### config.mk
export PLATFORM = sky130hd
export DESIGN_NAME = conv_stream_sequencer
export DESIGN_NICKNAME = d
export VERILOG_FILES = /design/src/rtl/conv_stream_sequencer.sv
export SDC_FILE = /design/constraint.sdc
export NUM_CORES = 2
export LEC_CHECK = 0
export BUFFER_PORTS_ARGS = -buffer_cell sky130_fd_sc_hd__buf_2
export CAP_MARGIN = 10
export CORE_MARGIN = 2
export CORE_UTILIZATION = 30
export DETAILED_ROUTE_END_ITERATION = 10
export PLACE_DENSITY = 0.45
export SKIP_LAST_GASP = 1
export SYNTH_ARGS = -nofsm -noshare
export SYNTH_HDL_FRONTEND = slang
export SYNTH_SLANG_ARGS = --single-unit
### constraint.sdc
create_clock -name clk -period 9 [get_ports clk]
set_input_delay 0.9 -clock clk [delete_from_list [all_inputs] [get_ports clk]]
set_output_delay 0.9 -clock clk [all_outputs]
set_load 0.005 [all_outputs]
### src/rtl/conv_stream_sequencer.sv
// rtl/conv_stream_sequencer.sv - x/f stream source and y stream sink with host load/read ports; optional CONV_SEQ_THROTTLE_EN
module conv_stream_sequencer #(
    parameter int LX = 128,
    parameter int LF = 32,
    parameter int WD = 8,
    parameter int WY = 21
) (
    input  logic                          clk,
    input  logic                          reset,
    input  logic                          start,
    input  logic                          ld_we,
    input  logic                          ld_sel,
    input  logic [$clog2(LX)-1:0]         ld_addr,
    input  logic [WD-1:0]                 ld_data,
    output logic [WD-1:0]                 m_data_out_x,
    output logic                          m_valid_x,
    input  logic                          m_ready_x,
    output logic [WD-1:0]                 m_data_out_f,
    output logic                          m_valid_f,
    input  logic                          m_ready_f,
    input  logic [WY-1:0]                 s_data_in_y,
    input  logic                          s_valid_y,
    output logic                          s_ready_y,
    input  logic [$clog2(LX-LF+1)-1:0]    rd_addr,
    output logic [WY-1:0]                 rd_data,
    output logic                          busy,
    output logic                          done
);
    localparam int LY  = LX - LF + 1;
    localparam int AXW = $clog2(LX);
    localparam int AFW = $clog2(LF);
    localparam int AYW = $clog2(LY);
    localparam int XCW = $clog2(LX + 1);
    localparam int FCW = $clog2(LF + 1);
    localparam int YCW = $clog2(LY + 1);
    localparam logic [XCW-1:0] X_END = XCW'(LX);
    localparam logic [FCW-1:0] F_END = FCW'(LF);
    localparam logic [YCW-1:0] Y_END = YCW'(LY);

    typedef enum logic [1:0] {S_IDLE, S_RUN, S_DONE} state_t;

    state_t         state_q, state_d;
    logic [XCW-1:0] x_cnt_q, x_cnt_d;
    logic [FCW-1:0] f_cnt_q, f_cnt_d;
    logic [YCW-1:0] y_cnt_q, y_cnt_d;

    logic [WD-1:0]  xmem [LX];
    logic [WD-1:0]  fmem [LF];
    logic [WY-1:0]  ymem [LY];

    logic run, x_more, f_more, y_more;
    logic x_go, f_go, y_go;
    logic x_xfer, f_xfer, y_xfer;

    assign run    = (state_q == S_RUN);
    assign x_more = (x_cnt_q < X_END);
    assign f_more = (f_cnt_q < F_END);
    assign y_more = (y_cnt_q < Y_END);
    assign x_xfer = m_valid_x && m_ready_x;
    assign f_xfer = m_valid_f && m_ready_f;
    assign y_xfer = s_valid_y && s_ready_y;

`ifdef CONV_SEQ_THROTTLE_EN
    logic [15:0] lfsr_q, lfsr_d;
    logic        x_hold_q, x_hold_d;
    logic        f_hold_q, f_hold_d;

    // LFSR advances only while running; hold flags keep an offered word valid until taken
    always_comb begin
        lfsr_d   = lfsr_q;
        x_hold_d = m_valid_x && !m_ready_x;
        f_hold_d = m_valid_f && !m_ready_f;
        if (run) begin
            lfsr_d = {lfsr_q[14:0], lfsr_q[15] ^ lfsr_q[13] ^ lfsr_q[12] ^ lfsr_q[10]};
        end
    end

    // throttle state registers
    always_ff @(posedge clk) begin
        if (reset) begin
            lfsr_q   <= 16'hACE1;
            x_hold_q <= 1'b0;
            f_hold_q <= 1'b0;
        end else begin
            lfsr_q   <= lfsr_d;
            x_hold_q <= x_hold_d;
            f_hold_q <= f_hold_d;
        end
    end

    assign x_go = lfsr_q[0] | x_hold_q;
    assign f_go = lfsr_q[1] | f_hold_q;
    assign y_go = lfsr_q[2];
`else
    assign x_go = 1'b1;
    assign f_go = 1'b1;
    assign y_go = 1'b1;
`endif

    // state and counter registers
    always_ff @(posedge clk) begin
        if (reset) begin
            state_q <= S_IDLE;
            x_cnt_q <= '0;
            f_cnt_q <= '0;
            y_cnt_q <= '0;
        end else begin
            state_q <= state_d;
            x_cnt_q <= x_cnt_d;
            f_cnt_q <= f_cnt_d;
            y_cnt_q <= y_cnt_d;
        end
    end

    // counters clear on run entry and advance once per completed transfer
    always_comb begin
        x_cnt_d = x_cnt_q;
        f_cnt_d = f_cnt_q;
        y_cnt_d = y_cnt_q;
        if (!run && start) begin
            x_cnt_d = '0;
            f_cnt_d = '0;
            y_cnt_d = '0;
        end else if (run) begin
            if (x_xfer) x_cnt_d = x_cnt_q + 1'b1;
            if (f_xfer) f_cnt_d = f_cnt_q + 1'b1;
            if (y_xfer) y_cnt_d = y_cnt_q + 1'b1;
        end
    end

    // next state: leave RUN on the edge that completes the final transfer
    always_comb begin
        state_d = state_q;
        case (state_q)
            S_IDLE:  if (start) state_d = S_RUN;
            S_RUN:   if (x_cnt_d == X_END && f_cnt_d == F_END && y_cnt_d == Y_END) state_d = S_DONE;
            S_DONE:  if (start) state_d = S_RUN;
            default: state_d = S_IDLE;
        endcase
    end

    // stream handshakes and status derived from the current state
    always_comb begin
        busy         = run;
        done         = (state_q == S_DONE);
        m_valid_x    = run && x_more && x_go;
        m_valid_f    = run && f_more && f_go;
        s_ready_y    = run && y_more && y_go;
        m_data_out_x = xmem[x_cnt_q[AXW-1:0]];
        m_data_out_f = fmem[f_cnt_q[AFW-1:0]];
    end

    // host load port, only outside a run; out-of-range f addresses are dropped
    always_ff @(posedge clk) begin
        if (!run && ld_we) begin
            if (!ld_sel) begin
                xmem[ld_addr] <= ld_data;
            end else if (ld_addr < AXW'(LF)) begin
                fmem[ld_addr[AFW-1:0]] <= ld_data;
            end
        end
    end

    // capture y results; a reset cycle completes no handshake
    always_ff @(posedge clk) begin
        if (!reset && y_xfer) begin
            ymem[y_cnt_q[AYW-1:0]] <= s_data_in_y;
        end
    end

    assign rd_data = (rd_addr < AYW'(LY)) ? ymem[rd_addr] : '0;

endmodule

==> metrics <==
number of synthesized flops with an enable pin 3317; DIE AREA 435700 um^2; crit path to m_data_out_x[0]; Synth area leader edfxtp_1; Peak VDD IR 0.1523 mV; M1 GR Usage 23.96%; Max Root-Sink Buffers 4; count of cell types in the netlist 68; fin worst setup slack 2.849 ns; largest net degree at the start of global routing 118; final worst hold slack 0.2538 ns; Yosys reg bits 3340; Via-to-Cell Ratio 5.129; Initial Util 30.18%; root buf cell clkbuf_16; Worst EP required 8.10 ns; Num Clock Sinks 3340; GRT Util Overall 16.99%; Startpoint Class flip-flop; max-slew violations 0; worst-case reg-to-reg path depth 6; RR Startpoint state_q[1]; CP arrival 5.25 ns; routability cong. 0.7865; status complete, no violations; synth warn 0; post-place setup slack 2.844 ns; grt met3 use 2.423%; number of routed nets with antenna violations 0; layer with the highest usage met2; Vias 63.19k; synthesized area 129100 um^2; Util after Layout 34.59%; Initial DRC Count 6548; most frequent cells in the layout edfxtp_1 (3317), mux4_2 (749), clkbuf_16 (370); drt pass-1 iters 6; mean post-synth cell area 21.48 um^2; Final Power 32.45 mW; CP endpoint kind output pin; final cell count without fillers 12.32k; hold_buf cts 0; port buffer count 92; Avg WL per Cell 30.62 um; kind of critical path reg -> out; fin area 148000 um^2; Core Region 427900 um^2; min-delay worst type in -> reg; post-synth top area share 77.14%; largest cells by area after synthesis edfxtp_1 (77%), mux4_2 (13%), mux2i_1 (2.3%); Worst-path clk slew 0.06 ns; worst skew pair latency 0.96 ns; Setup-failing EPs final 0; dpl cells 11.67k; CP startpoint x_cnt_q[0]; Setup Skew 0.07016 ns; Synth Area in Simple Gates 2.305%; share of post-route cells with drive strength above 1 25.46%; Max Clock Freq 0.1626 GHz; power per cell area 219.2 nW/um^2; Adder-Cell Fraction of Synth Area 0.02907%; Final Hold Vio Count 0; Placed Area 137100 um^2; CP max FO 37; number of global-route vias before repair 64.58k; minimum clock period 6.151 ns; commonest non-fill, non-tap cell in the layout edfxtp_1; Most used DFF post-synth edfxtp_1; site row count 240; first-pass GRT wire length 524900 um; Post-CTS Setup Repair Bufs 0; cts repair resizes 0; Async SR Flop Fraction 0%; Worst Max-Slew Pin Slew 1.218 ns; RSZ-0062 raised after global routing false; syn_nets 6065; area grow syn2layout 14.64%; chip width 660.1 um; gr ovfl total 0; main combinational cell family by area after synthesis multiplexers; routing usage on met2 27.68%; Detail Placement HPWL 220400 um; post-synthesis sequential area ratio 77.50%; setup_tns 0 ns; Slew headroom 18.79%; htree depth 5; post-synthesis mux area share 15.50%; Synth Instances 6011; DRC violations left 0; die height 660.1 um; r2r setup slk 5.17 ns; Final #Nets 6399; Synth Area in XOR/XNOR 0.1017%; CTS tree done; max-cap violation count 0; period utilisation layout 68.35%; final WL 377200 um; reg2reg end fmem[26][7]; LEAKAGE 45.08 nW; initial antenna violation count 35; CTS buffer count 362; I/O Pins 93; Compound-Gate Fraction of Synth Area 3.054%
-- worst max-delay path, cell delays in order (launching register included) --
cell and delay, ns:
dfxtp_4 0.75, buf_4 0.75, buf_4 0.70, mux4_2 0.59
nand2_1 0.09, a21oi_1 0.07, a2111oi_2 0.70, a22oi_1 0.37
buf_2 0.23
-- how the worst min path moves through the flow --
stage | startpoint | endpoint | slack, ns | cells past startpoint
2_1_floorplan | f_cnt_q[5] | f_cnt_q[5] | 0.46 | 2
3_3_place_gp | f_cnt_q[1] | f_cnt_q[1] | 0.51 | 2
3_5_place_dp | f_cnt_q[1] | f_cnt_q[1] | 0.54 | 2
4_1_cts | start | state_q[0] | 0.16 | 2
5_1_grt | start | state_q[0] | 0.22 | 2
6_report | start | state_q[0] | 0.25 | 2
-- final cells by class --
cell class,count,area (um^2)
Antenna cell,7,17.52
Tap cell,5687,7116
Inverter,11,46.29
Clock buffer,465,9625
Timing Repair Buffer,319,2439
Fill cell,39900,279900
Clock inverter,180,1240
Sequential cell,3340,100100
Multi-Input combinational cell,2311,27460
-- sequential cells by signal, indices dropped and copies added (netlist names) --
| name | count |
|---|---|
| f_cnt_q | 6 |
| fmem | 256 |
| state_q | 2 |
| x_cnt_q | 8 |
| xmem | 1024 |
| y_cnt_q | 7 |
| ymem | 2037 |
-- where the power goes --
group          internal [mW]  switching [mW]
combinational          0.439           0.937
sequential              17.1          0.0146
clock                   7.82            6.13
total                   25.4            7.08
-- synthesized netlist by cell type (5+ instances only) --
master,instances
a311o_1,6
nor2b_1,18
a22oi_1,82
a211o_1,11
a22o_1,24
dfxtp_1,23
buf_6,34
xnor2_1,9
nor3_1,18
inv_1,8
or3_1,18
buf_1,20
a2111oi_0,31
o21ai_0,29
buf_4,33
nand2_1,207
a41oi_1,6
nor4_1,7
o221ai_1,47
nand2b_1,12
and2_1,10
and3_1,8
o211ai_1,11
edfxtp_1,3317
nor2_1,330
nand3_1,13
a211oi_1,46
o22ai_1,55
nand3b_1,10
a31oi_1,16
clkbuf_1,159
a221oi_1,48
mux4_2,749
nand4_1,5
o21ai_1,18
buf_8,8
xor2_1,6
mux2i_1,293
nor3b_1,6
buf_2,94
or3b_2,5
and3b_1,5
a21oi_1,92
mux2_2,19
-- logic make-up after synthesis --
logic type	Yosys count
flops	3340
fa+ha+maj	3
xor+xnor	15
simple gates	684
mux	1061
compound gates	548
buf+inv	360
-- routing by layer --
| layer | up-vias | wire length [um] |
|---|---|---|
| li1 | 25990 | - |
| met1 | 34810 | 165700 |
| met2 | 1916 | 180500 |
| met3 | 471 | 21440 |
| met4 | 4 | 9530 |
| met5 | - | 23 |
Note: power is estimated with default switching activity, not from simulation.
